--- src/rtl/fifo_pkg.sv ---
// Shared constants and control-state encoding for the 16x8 FIFO controller and its wrapper.
package fifo_pkg;

    localparam int WIDTH_DEF = 8;
    localparam int AW_DEF    = 4;
    localparam int DEPTH     = 16;

    typedef enum logic [1:0] {
        EMPTY = 2'd0,
        PART  = 2'd1,
        FULL  = 2'd2
    } state_t;

endpackage

--- src/rtl/fifo_ctrl16x8.sv ---
// Pointer/occupancy controller for a 16-entry FIFO driving an external ram16x8 (no storage here).
// Define FIFO_CTRL_ERR_EN to add sticky overflow_err/underflow_err outputs.
module fifo_ctrl16x8
    import fifo_pkg::*;
#(
    parameter int WIDTH = WIDTH_DEF,
    parameter int AW    = AW_DEF
) (
    input  logic             clock,
    input  logic             rst,
    input  logic             push,
    input  logic [WIDTH-1:0] push_data,
    input  logic             pop,
    output logic             full,
    output logic             empty,
    output logic [AW:0]      count,
    output logic [WIDTH-1:0] ram_wr_data,
    output logic             ram_wen,
    output logic [AW-1:0]    ram_w_addr,
    output logic             ram_ren,
    output logic [AW-1:0]    ram_r_addr,
    input  logic [WIDTH-1:0] ram_dout,
    output logic [WIDTH-1:0] pop_data,
    output logic             pop_valid
`ifdef FIFO_CTRL_ERR_EN
    ,
    output logic             overflow_err,
    output logic             underflow_err
`endif
);

    localparam logic [AW:0] FULL_COUNT = (AW+1)'(2**AW);
    localparam logic [AW:0] LAST_SLOT  = (AW+1)'(2**AW - 1);
    localparam logic [AW:0] ONE_COUNT  = (AW+1)'(1);

    logic [AW-1:0] wr_ptr;
    logic [AW-1:0] rd_ptr;
    logic          push_acc;
    logic          pop_acc;
    state_t        state;
    state_t        state_next;

    assign full  = (count == FULL_COUNT);
    assign empty = (count == '0);

    // Gating with rst keeps the RAM strobes quiet while reset is held.
    assign push_acc = push & ~full  & rst;
    assign pop_acc  = pop  & ~empty & rst;

    assign ram_wen     = push_acc;
    assign ram_w_addr  = wr_ptr;
    assign ram_wr_data = push_data;
    assign ram_ren     = pop_acc;
    assign ram_r_addr  = rd_ptr;
    assign pop_data    = ram_dout;

    always_ff @(posedge clock or negedge rst) begin
        if (!rst) begin
            wr_ptr    <= '0;
            rd_ptr    <= '0;
            count     <= '0;
            pop_valid <= 1'b0;
            state     <= EMPTY;
        end else begin
            if (push_acc)
                wr_ptr <= wr_ptr + AW'(1);
            if (pop_acc)
                rd_ptr <= rd_ptr + AW'(1);
            if (push_acc && !pop_acc)
                count <= count + ONE_COUNT;
            else if (pop_acc && !push_acc)
                count <= count - ONE_COUNT;
            pop_valid <= pop_acc;
            state     <= state_next;
        end
    end

    // Simultaneous push+pop leaves occupancy unchanged, so only one-sided moves change state.
    always_comb begin
        state_next = state;
        case (state)
            EMPTY: if (push_acc) state_next = PART;
            PART: begin
                if (push_acc && !pop_acc && count == LAST_SLOT)
                    state_next = FULL;
                else if (pop_acc && !push_acc && count == ONE_COUNT)
                    state_next = EMPTY;
            end
            FULL: if (pop_acc) state_next = PART;
            default: state_next = EMPTY;
        endcase
    end

`ifdef FIFO_CTRL_ERR_EN
    always_ff @(posedge clock or negedge rst) begin
        if (!rst) begin
            overflow_err  <= 1'b0;
            underflow_err <= 1'b0;
        end else begin
            if (push && full)
                overflow_err <= 1'b1;
            if (pop && empty)
                underflow_err <= 1'b1;
        end
    end
`endif

endmodule

--- config.mk ---
export PLATFORM = sky130hd
export DESIGN_NAME = fifo_ctrl16x8
export DESIGN_NICKNAME = d
export VERILOG_FILES = /design/src/rtl/fifo_pkg.sv /design/src/rtl/fifo_ctrl16x8.sv
export SDC_FILE = /design/constraint.sdc
export NUM_CORES = 1
export LEC_CHECK = 0
export ABC_CLOCK_PERIOD_IN_PS = 8200
export BUFFER_PORTS_ARGS = -buffer_cell sky130_fd_sc_hd__buf_2
export CAP_MARGIN = 20
export CORE_ASPECT_RATIO = 1.4
export CORE_MARGIN = 3
export CORE_UTILIZATION = 46
export DETAILED_ROUTE_END_ITERATION = 6
export PLACE_DENSITY = 0.84
export SLEW_MARGIN = 25
export SYNTH_ARGS = -nofsm -noshare
export SYNTH_HDL_FRONTEND = slang
export SYNTH_SLANG_ARGS = --single-unit
--- constraint.sdc ---
create_clock -name clock -period 8.2 [get_ports clock]
set_input_delay 1.64 -clock clock [delete_from_list [all_inputs] [get_ports clock]]
set_output_delay 1.64 -clock clock [all_outputs]
set_load 0.02 [all_outputs]
==> results list, run 1 <==
- Synthesis produced a netlist whose cell count is 89.
- Power per standard cell area: between 400 and 500 mW/mm^2
* Cts repair resizes: 0
- Timing would allow up to 232 MHz.
- Number of flops mapped to enable cells by yosys: 0
- Final Power: 400 uW
* Number of instances in the placed design: 112
- FF-to-FF setup slack: 5.19 ns
- The run finished with clean final reports.
* CP Launch Type: input port
* Area of the placeable core: 0.00185 mm^2
- Fraction of the cycle the final worst path needs: 0.527
- Number of global-route vias before repair: 696
* Register clock-pin slew on the reported worst setup and hold paths: around 0.080 ns
- Main area contributors after synthesis: dfrtp_1 (38%), buf_4 (13%), ha_1 (8.0%), xnor2_1 (4.7%), a21oi_1 (3.2%)
- Kind of critical path: input port to output pin
* Setup Fix Bufs, Post-CTS: 0
- Largest fanout on the critical path: 19
- Average instance area after synthesis: ~10 um^2
- Data arrival time of the worst path: 2.68 ns
* Maximum vdd drop: 0.000129 V
- The slowest stage of the critical path belongs to the cell buf_2.
- For this run, asynchronously set or reset flops after synthesis account for 1.00.
* Average wire length per cell after detail routing: 15.2 um
- Area used by sequential logic in the layout: 350 um^2
- Buffers inserted during clock tree synthesis total 3.
- Between clock sinks in the finished design, the worst skew comes to 0.00394 ns.
* Wire length of the first global-routing pass: 3020 um
- Detailed placer's ending HPWL: between 1000 and 1500 um
* Max Buffers Root-to-Sink: 2
- The net count of the finished layout is 124.
- Entering global routing, the biggest net connects 20 pins.
- Most numerous cell on the critical path: buf_2
- Yosys top cell area share: 0.375
- For this design the static power due to leakage is 0.451 nW.
- Global Route Usage Sum: 0.160
- Non-filler cells in the finished layout: 115
- Traced cell by cell, the critical path runs through buf_2 -> nand2_1 -> a21oi_1 -> buf_2.
* Sequential element share of the synthesized area: 0.375
- Clock tree from TritonCTS: yes
- In this run the tightest slew margin relative to its limit is 0.609.
- After global routing the overflow that remains totals 0.
- Post-synth design cell area: 933 um^2
- Max Cap Violations: 0
- Counting flops and latches in the post-synthesis netlist gives 14.
- Final-layout setup total negative slack: 0 ns
- The initialized floorplan defines 18 standard-cell rows.
* Path class of the lowest-slack min-delay path: flop to flop
- Filler Cell Count: 165
* Final setup violation count: 0
- The clock net in this run drives a total of 14 sinks.
- Die extent in x: 44.1 um
* Via total after detailed routing: 670
- In the post-route analysis, the smallest setup slack over all paths is 3.88 ns.
* Area growth, synth to finish: 2.68%
* Detailed router's first-iteration violation count: 4
- WP data required: 6.56 ns
- The count of buffers added on input and output ports is 21.
- Wirelength, routed: roughly 1700 um
- Number of vias per cell after detailed routing: 5.83
- For this run, the slowest stage of the critical path takes 0.33 ns.
- The number of hold violations in the final report was 0.
- STA classifies the critical path endpoint as an output pin.
* Drc violations: 0
- The tree is rooted in a clkbuf_4.
- Hold repair after CTS inserted 0 buffers.
* Cell taking the most area after synthesis: dfrtp_1
- On the critical path the largest part of the delay comes from buffers and inverters.
- For this run, the number of Yosys warnings is 0.
- In this run the vertical extent of the chip is 59.3 um.
- In the final layout, the multi-input gates occupy 444 um^2.
- CTS H-tree depth: 1
* Max-slew violation count: 0
* Proportion of layout cells with a drive suffix above 1: 0.305
- Setup repair after global routing left no endpoint under its margin.
- Crit path buffers/inverters: 2
- Pin placement for this block handled 54 I/O pins.
- The initial antenna violation count is 0.
* Slew @ Worst Pin: 0.580 ns
- Initial cell density of the core: 0.505
* Flip-flop cell with the highest count after synthesis: dfrtp_1
* Skew-Pair Late Insertion Delay: 0.27 ns
- RePlAce Congestion: between 0.8 and 0.9
- For this run, the detailed router's first-pass iteration total came to 2.
- Die footprint: 0.00261 mm^2
- Synthesis instantiated 31 different standard cells from the library.
- Synthesized netlist net count: 116
- 0 antenna diodes ended up in the layout.
- Worst slack, placed: 3.86 ns
- Minimum clock period: 4.32 ns
- The detail route stage leaves a number of antenna-violating nets equal to 0.
cell usage after synthesis, drive strengths merged, types with 2 or more instances:
cell type / number
o211ai: 3
mux2: 3
xnor2: 5
xor2: 3
dfrtp: 14
inv: 3
or4: 3
a21oi: 6
nand3: 5
buf: 17
ha: 6
o2111ai: 2
o21ai: 2
nand2: 3
nor3b: 2
cells in the final DEF (no fill, tap or decap), drive strengths merged:
master / netlist / final
buf: 17 / 21
dfrtp: 14 / 14
a21oi: 6 / 6
ha: 6 / 6
xnor2: 5 / 5
nand3: 5 / 5
nand2: 3 / 3
inv: 3 / 3
xor2: 3 / 3
clkbuf: 1 / 3
mux2: 3 / 3
or4: 3 / 3
o211ai: 3 / 3
o2111ai: 2 / 2
nor3b: 2 / 2
o21ai: 2 / 2
nor4: 1 / 1
and2: 1 / 1
nor2: 1 / 1
nand3b: 1 / 1
or3: 1 / 1
mux2i: 1 / 1
a2111o: 1 / 1
nor3: 1 / 1
a211oi: 1 / 1
and3: 1 / 1
fa: 1 / 1
path summary, 6_finish.rpt:
kind                                            from                         to  depth (start not counted)
min                        ram_w_addr[3]$_DFFE_PN0P_  ram_w_addr[3]$_DFFE_PN0P_                          1
max in group asynchronous                        rst       count[0]$_DFFE_PN0P_                          1
min reg2reg                ram_w_addr[3]$_DFFE_PN0P_  ram_w_addr[3]$_DFFE_PN0P_                          1
max                                              rst                    ram_wen                          4
min in group asynchronous                        rst  ram_r_addr[3]$_DFFE_PN0P_                          1
max reg2reg                     count[0]$_DFFE_PN0P_       count[4]$_DFFE_PN0P_                          8
state kept, by name, summed over array words and instances, names as in the netlist:
| register | count |
|---|---|
| count | 5 |
| pop_valid | 1 |
| ram_r_addr | 4 |
| ram_w_addr | 4 |
per-stage QoR:
stage	util	instance area [um^2]	hold WS [ns]
4_1_cts	0.519	958	0.470
2_1_floorplan	-	933	0.578
6_report	0.519	958	0.463
3_5_place_dp	0.507	936	0.456
3_3_place_gp	0.507	936	0.455
5_1_grt	0.519	958	0.487
power by group:
part	switching (mW)	internal (mW)	leakage [nW]
Combinational	0.123	0.0914	0.269
Sequential	0.0451	0.103	0.168
Clock	0.0199	0.0170	0.0138
Total	0.188	0.211	0.451
kinds of logic after synthesis:
logic type | synth area share
compound gates | 0.121
xor+xnor | 0.0751
fa+ha+maj | 0.102
buf+inv | 0.149
flops | 0.375
mux | 0.0509
simple gates | 0.127
layout make-up:
cell class	instances	area share
Clock buffer	3	0.0235
Inverter	3	0.0117
Multi-Input combinational cell	54	0.463
Sequential cell	14	0.366
Tap cell	20	0.0261
Timing Repair Buffer	21	0.110
routing by layer:
metal  track usage  part of all wire  up-vias
met2         0.269              0.49       28
li1              -                 -      316
met3        0.0213             0.076        8
met1         0.165              0.40      318
met4         0.151             0.040        0
met5             0                 0        -
(Power assumes the default switching activity.)
==> run 2, diff against run 1 <==
--- a/config.mk
+++ b/config.mk
@@ -5,14 +5,14 @@
 export SDC_FILE = /design/constraint.sdc
 export NUM_CORES = 1
 export LEC_CHECK = 0
-export ABC_CLOCK_PERIOD_IN_PS = 8200
+export ABC_CLOCK_PERIOD_IN_PS = 3600
 export BUFFER_PORTS_ARGS = -buffer_cell sky130_fd_sc_hd__buf_2
 export CAP_MARGIN = 20
 export CORE_ASPECT_RATIO = 1.4
 export CORE_MARGIN = 3
-export CORE_UTILIZATION = 46
+export CORE_UTILIZATION = 39
 export DETAILED_ROUTE_END_ITERATION = 6
-export PLACE_DENSITY = 0.84
+export PLACE_DENSITY = 0.75
 export SLEW_MARGIN = 25
 export SYNTH_ARGS = -nofsm -noshare
 export SYNTH_HDL_FRONTEND = slang
==> constraint.sdc (replaced) <==
create_clock -name clock -period 3.6 [get_ports clock]
set_input_delay 0.72 -clock clock [delete_from_list [all_inputs] [get_ports clock]]
set_output_delay 0.72 -clock clock [all_outputs]
set_load 0.02 [all_outputs]
==> run 2 against run 1 <==
Against the previous run: count of clock-buffer cells in the layout is the same; global-route usage down 1.8 points; routed wire length is 8.8% higher; sequential share of layout area decreased by 0.38 points; combinational power grew 130%; power up 130%; non-clock buffer count up 1; critical endpoint is now count[4]$_DFFE_PN0P_.
==> results list, run 2 (synthesized netlist as in run 1, its figures left out) <==
- Antenna fix cells: 0
- Detailed routing inserted a total of 679 vias.
* Detailed-routing iteration count for the pre-antenna-repair pass: 4
* Number of global-route vias before repair: 694
- Routability-driven placement finished with a final weighted congestion of 0.728.
* Most common library cell in the layout ignoring fill and taps: buf_2
- Detailed router's first-iteration violation count: 10
- Switching Share: 0.474
* Cell chosen for the clock root: clkbuf_4
- Crit. End Element: flop
- Count of standard-cell rows: 20
* Fraction of the cycle the final worst path needs: 0.854
- After detailed routing, the number of remaining DRC violations is 0.
- The share of total power dissipated in combinational logic is 0.538.
- Final Hold Viols: 0
- Max FFs per register: 5
* Power per standard cell area: 945 mW/mm^2
- Part of the power in registers: 0.368
- Highest-count cells in the layout ignoring fill and taps: buf_2 (21), dfrtp_1 (14), a21oi_1 (6), ha_1 (6)
- After legalization and detailed placement, the total HPWL measured 1510 um.
- Run status: complete, no violations
- For the worst-skew pair, the clock arrives at the later sink with an insertion delay of between 0.2 and 0.3 ns.
- The internal power of the cells totals slightly below 500 uW.
- Final-layout setup total negative slack: 0 ns
* Largest register by flop count: count
- Wirelength, routed: roughly 1900 um
- Across every metal layer, demand over resource in global routing totals 0.142.
* Slew HR: 0.569
- Cts bufs inserted: 3
* Reg2reg start: count[0]$_DFFE_PN0P_
- Setup violations remaining at the end of the flow were counted as 0.
* Die footprint: 0.00302 mm^2
* CTS H-tree depth: 1
- The count of nets left with antenna violations once routing finished came out at 0.
- Pin count of the biggest net entering global routing: 19
- Cts repair resizes: 0
- Derived from the worst setup path, the maximum achievable clock frequency is 325 MHz.
- Clock tree from TritonCTS: yes
- Setup slack on the worst reg-to-reg path comes out at 0.53 ns.
* Data arrival time of the worst path: 3.23 ns
- CTS saw 14 sinks.
- STA classifies the critical path startpoint as a flop.
- The layout has around 230 filler cells.
- Minimum clock period: approximately 3 ns
* Proportion of layout cells with a drive suffix above 1: 0.313
- For this design the total switching power over the nets is 434 uW.
* IO Count: 54
* Hold Worst Slack: 0.408 ns
- For this run, the post-layout net count is 125.
- Measured along the x axis, the die boundary spans around 47 um.
- Maximum vdd drop: 0.000409 V
* Register clock-pin slew on the reported worst setup and hold paths: 0.08 ns
* Initial cell density of the core: 0.419
* Unrepaired setup endpoints after global routing: no
* Relative contribution of the clock network to total power: 0.094
- Average wire length per cell after detail routing: around 16 um
- The tool flagged a number of max-cap violations equal to 0.
* Max-slew violation count: 0
- CTS Hold Buffers Added: 0
* Area growth, synth to finish: 3.75%
- Final global-route overflow total: 0
- WP data required: 3.75 ns
- Height of the die: 63.9 um
- Of all nets on the critical path, the largest fanout is 7.
* Number of vias per cell after detailed routing: 5.75
- Post-route clock skew: between 0.004 and 0.005 ns
* Antenna violations before repair: 0
* Endpoint of the worst register-to-register path: count[4]$_DFFE_PN0P_
- Slew @ Worst Pin: 0.641 ns
- The first global-routing pass estimated 3120 um of wire.
* Kind of critical path: flop to flop
- Path class of the lowest-slack min-delay path: input port to async pin
* PortBufs: 21
- Counting cells, the worst reg-to-reg path comes to 8.
- The analysis attributes to cell leakage a power of between 0.4 and 0.5 nW.
* Setup Fix Bufs, Post-CTS: 0
- Max Buffers Root-to-Sink: 2
* Area of the placeable core: 0.00223 mm^2
[run 2: area by class of cell]
cell class | instances | area [um^2] | area share
clock buffer | 3 | 22.5 | 0.0233
multi-input combinational | 54 | 444 | 0.459
tap | 22 | 27.5 | 0.0284
inverter | 3 | 11.3 | 0.0116
sequential | 14 | 350 | 0.362
timing repair buffer | 22 | 113 | 0.116
[run 2: stage by stage]
| step | setup slack (ns) | area, um^2 | total power [mW] | util | std cells |
|---|---|---|---|---|---|
| floorplan | 0.721 | 933 | 0.700 | - | 89 |
| global placement | 0.722 | 946 | 0.812 | 0.425 | 115 |
| detailed placement | 0.620 | 946 | 0.837 | 0.425 | 115 |
| CTS | 0.608 | 968 | 0.923 | 0.435 | 118 |
| global route | 0.405 | 968 | 0.993 | 0.435 | 118 |
| finish | 0.527 | 968 | 0.915 | 0.435 | 118 |
[run 2: power by group through the flow]
stage / Combinational (mW) / Clock, mW / Sequential [mW]
after floorplan: 0.292 / 0 / 0.408
after global placement: 0.476 / 0 / 0.335
after detailed placement: 0.493 / 0 / 0.344
after CTS: 0.495 / 0.0878 / 0.340
after global routing: 0.541 / 0.0960 / 0.356
final: 0.492 / 0.0856 / 0.337
[run 2: routing by layer]
metal / global-route usage / vias up / routed length (um)
met5: 0 / - / 0
met4: 0.104 / 0 / 56
met3: 0.0282 / 6 / 122
met2: 0.225 / 29 / 987
met1: 0.158 / 324 / 730
li1: - / 320 / -
[run 2: critical path: stages, from the launching register on]
cell	delay [ns]
dfrtp_1	0.47
nor4_1	0.61
a21oi_1	0.29
ha_1	0.33
inv_1	0.17
ha_1	0.32
or4_1	0.52
o211ai_1	0.12
o211ai_1	0.12
[run 2: worst max-delay path by stage]
stage	startpoint	endpoint	slack, ns
floorplan	rst	count[4]$_DFFE_PN0P_	0.72
global placement	count[0]$_DFFE_PN0P_	count[4]$_DFFE_PN0P_	0.72
detailed placement	count[0]$_DFFE_PN0P_	count[4]$_DFFE_PN0P_	0.62
CTS	count[1]$_DFFE_PN0P_	count[4]$_DFFE_PN0P_	0.61
global route	count[1]$_DFFE_PN0P_	count[4]$_DFFE_PN0P_	0.40
finish	count[0]$_DFFE_PN0P_	count[4]$_DFFE_PN0P_	0.53
==> run 3, diff against run 2 <==
--- a/config.mk
+++ b/config.mk
@@ -5,12 +5,13 @@
 export SDC_FILE = /design/constraint.sdc
 export NUM_CORES = 1
 export LEC_CHECK = 0
+export ABC_AREA = 1
 export ABC_CLOCK_PERIOD_IN_PS = 3600
 export BUFFER_PORTS_ARGS = -buffer_cell sky130_fd_sc_hd__buf_2
 export CAP_MARGIN = 20
 export CORE_ASPECT_RATIO = 1.4
 export CORE_MARGIN = 3
-export CORE_UTILIZATION = 39
+export CORE_UTILIZATION = 40
 export DETAILED_ROUTE_END_ITERATION = 6
 export PLACE_DENSITY = 0.75
 export SLEW_MARGIN = 25
==> constraint.sdc (replaced) <==
create_clock -name clock -period 3.6 [get_ports clock]
set_input_delay 0.9 -clock clock [delete_from_list [all_inputs] [get_ports clock]]
set_output_delay 0.9 -clock clock [all_outputs]
set_load 0.02 [all_outputs]
==> run 3 against run 2 <==
Against the previous run: clock skew down 0.0016 ns; core utilization up 0.56 points; cell count increased by 44%; global-route usage is 0.95 points lower; largest power group unchanged; largest cell class unchanged; register-to-register slack better by 0.81 ns; design area up 9.9%; sequential power is 1% lower.
==> results list, run 3 <==
* Run status: complete, no violations
- Number of flops mapped to enable cells by yosys: 0
* Crit. End Element: output pin
- Setup ws final: 1.09 ns
- Number of nets with antenna violations after routing: 0
- For this design, the CTS-stage hold fixing added 0 buffers.
- Fraction of the cycle the final worst path needs: 0.697
- PortBufs: 21
* Number of global-route vias before repair: 779
- The floorplan has 21 rows.
- After routing the design area is approximately 0.0011 mm^2.
* Kind of critical path: input port to output pin
* Relative contribution of the clock network to total power: 0.089
* Cells after synthesis: 128
- The share of total power dissipated in combinational logic is 0.550.
* Internal power of the cells: 455 uW
* Final-layout setup total negative slack: 0 ns
* Proportion of layout cells with a drive suffix above 1: 0.243
- Highest-count cells in the layout ignoring fill and taps: nand2_1 (44), buf_2 (21), inv_1 (16)
* Register bit total from synthesis: 14
- WP data required: 2.70 ns
* Cts repair resizes: 0
- For this run, design rule violations remaining after detail routing come to 0.
- Detailed router's first-iteration violation count: 10
- Main area contributors after synthesis: dfrtp_1 (35%), nand2_1 (16%), buf_4 (13%), ha_1 (7.4%), inv_1 (5.9%)
* Via total after detailed routing: 823
- Max Buffers Root-to-Sink: 2
- The number of setup buffers added after CTS is 0.
- The initial antenna violation count is 0.
- Dividing the detail-routed via count by the number of cells gives 4.84.
- VDD sags by at most ~0.00044 V.
- Series of cell instances along the critical path: buf_2 -> nand3_2 -> inv_1 -> buf_2
- Synthesized netlist net count: 155
* FF-to-FF setup slack: 1.34 ns
- CTS H-tree depth: 1
* Max-slew violation count: 0
- Based on the critical path, the design can be clocked at up to 398 MHz.
- Max FFs per register: 5
* Cell family contributing the most delay on the critical path: buffers and inverters
- Max Cap Violations: 0
- Between clock sinks in the finished design, the worst skew comes to 0.00320 ns.
* Clock tree from TritonCTS: yes
* Most numerous cell on the critical path: buf_2
- Reg2reg start: count[0]$_DFFE_PN0P_
- Wire length of the first global-routing pass: 3350 um
* TritonCTS Sinks: 14
- Top cell types by occurrence after synthesis: nand2_1 (44), buf_4 (17), inv_1 (16), dfrtp_1 (14), nand4_1 (9)
- For this design the top-level I/O count stands at 54.
- Number of nets in the final layout: about 170
- Cell chosen for the clock root: clkbuf_4
* Hold Worst Slack: 0.512 ns
- count holds more flip-flops than any other register.
* Area growth, synth to finish: 4.93%
- Setup repair after global routing left no endpoint under its margin.
* RePlAce Congestion: 0.801
- Of the synthesized area, sequential elements account for 0.345.
* Total of warnings raised by yosys: 0
- For this design, the slowest cell found on the critical path is buf_2.
* Part of the power in registers: 0.361
- Initial cell density of the core: 0.420
- In this run the critical register-to-register path is captured at count[4]$_DFFE_PN0P_.
* Flip-flop cell with the highest count after synthesis: dfrtp_1
- The number of cells on the worst reg-to-reg path is 12.
- Post-synth design cell area: 0.00101 mm^2
* Cts bufs inserted: 3
* Data arrival time of the worst path: 1.61 ns
* Path class of the lowest-slack min-delay path: input port to async pin
- In this run the static leakage power is roughly 0.61 nW.
- Most frequently used cell type in the post-synthesis netlist: nand2_1
- Global Route Usage Sum: 0.133
- The floorplan step set the die width to 48.6 um.
- Largest fanout on the critical path: 14
- At the placement stage, the worst setup path has a slack of 0.920 ns.
- Die footprint: 0.00319 mm^2
- Counting both buffers and inverters, the worst setup path holds a total of 3.
- Setup violations remaining at the end of the flow were counted as 0.
- For this run, the detailed router's first-pass iteration total came to 4.
* Power per standard cell area: 866 mW/mm^2
- Slew @ Worst Pin: 0.318 ns
- Switching power: around 470 uW
* Pin count of the biggest net entering global routing: 15
- Measured against its own limit, the worst slew margin works out to 0.788.
- From bottom edge to top edge, the die measures ~66 um.
* Antenna fix cells: 0
- Detailed placement finished with a half-perimeter wire length of ~1500 um.
- Register clock-pin slew on the reported worst setup and hold paths: 0.08 ns
- CP Launch Type: input port
- In this run the standard cell core region covers 0.00242 mm^2.
- Wires add up to roughly 1900 um.
- Dividing the synthesized area by the synthesized cell count gives between 7 and 8 um^2.
* Minimum clock period: around 2.5 ns
* Stage delay of the slowest cell on the critical path: 0.28 ns
- The number of hold violations in the final report was 0.
- Cell taking the most area after synthesis: dfrtp_1
- Yosys top cell area share: 0.345
- Switching Share: 0.506
- Async set-reset flop share out of synthesis: 1.00
- After detailed routing, the average wire length per cell comes to 10.9 um.
- Area post-placement: roughly 0.0010 mm^2
* Most common library cell in the layout ignoring fill and taps: nand2_1
* Skew-Pair Late Insertion Delay: 0.27 ns
* Final global-route overflow total: 0
* Number of different library cells in the post-synthesis netlist: 17
==> run 3: changes by cell type in the layout (fill, tap and decap cells not counted), sizes merged, moves of 3 or more <==
cell / previous run / this run
xor2: 3 / 0
nor2: 1 / 5
nand3: 5 / 11
a21oi: 6 / 1
mux2: 3 / 0
or4: 3 / 0
inv: 3 / 17
xnor2: 5 / 1
o211ai: 3 / 0
nand2: 3 / 44
nand4: 0 / 9
==> run 3: final cells by class <==
cell class                 instances  area, um^2
multi-input combinational         80         473
sequential                        14         350
tap                               34        42.5
timing repair buffer              22         113
inverter                          17        63.8
fill                             270        1350
clock buffer                       3        22.5
==> run 3: worst max-delay path by stage <==
stage	startpoint	to	slack [ns]	cells after the start
detailed placement	rst	count[4]$_DFFE_PN0P_	0.92	11
CTS	rst	ram_wen	1.08	4
finish	rst	ram_wen	1.09	4
global route	rst	ram_ren	0.99	4
floorplan	rst	count[4]$_DFFE_PN0P_	1.11	11
global placement	rst	count[4]$_DFFE_PN0P_	1.01	11
==> run 3: worst reg2reg max path, stage by stage, from the launching register on <==
cell and delay, ns:
dfrtp_1 0.48, nor2_4 0.20, nand3_4 0.13, nand3_2 0.11
inv_1 0.07, ha_1 0.21, inv_1 0.15, ha_1 0.28
or2_2 0.29, nand2_1 0.07, nand2_1 0.05, nand3_1 0.06
nand2_1 0.05
==> run 3: logic make-up after synthesis <==
family	Yosys count	synth area share
simple gates	70	0.354
buf+inv	34	0.189
flops	14	0.345
fa+ha+maj	7	0.0937
compound gates	2	0.00985
xor+xnor	1	0.00863
==> run 3: power groups by stage <==
| stage | sequential (mW) | combinational [mW] | clock (mW) |
|---|---|---|---|
| finish | 0.333 | 0.507 | 0.0822 |
| global route | 0.347 | 0.585 | 0.0928 |
| CTS | 0.335 | 0.513 | 0.0875 |
| detailed placement | 0.337 | 0.511 | 0 |
| global placement | 0.332 | 0.498 | 0 |
| floorplan | 0.404 | 0.318 | 0 |
==> run 3: per-layer routing <==
metal / share of wire / track usage / vias to the layer above
met5: 0 / 0 / -
met4: 0.0059 / 0.0641 / 0
met3: 0.081 / 0.0476 / 4
met2: 0.52 / 0.233 / 26
met1: 0.39 / 0.141 / 384
li1: - / - / 409
==> run 3: through the flow <==
step | utilization | power (mW) | cells
after floorplan | - | 0.722 | 128
after detailed placement | 0.431 | 0.848 | 167
after global placement | 0.431 | 0.830 | 167
after global routing | 0.440 | 1.02 | 170
final | 0.440 | 0.922 | 170
after CTS | 0.440 | 0.935 | 170
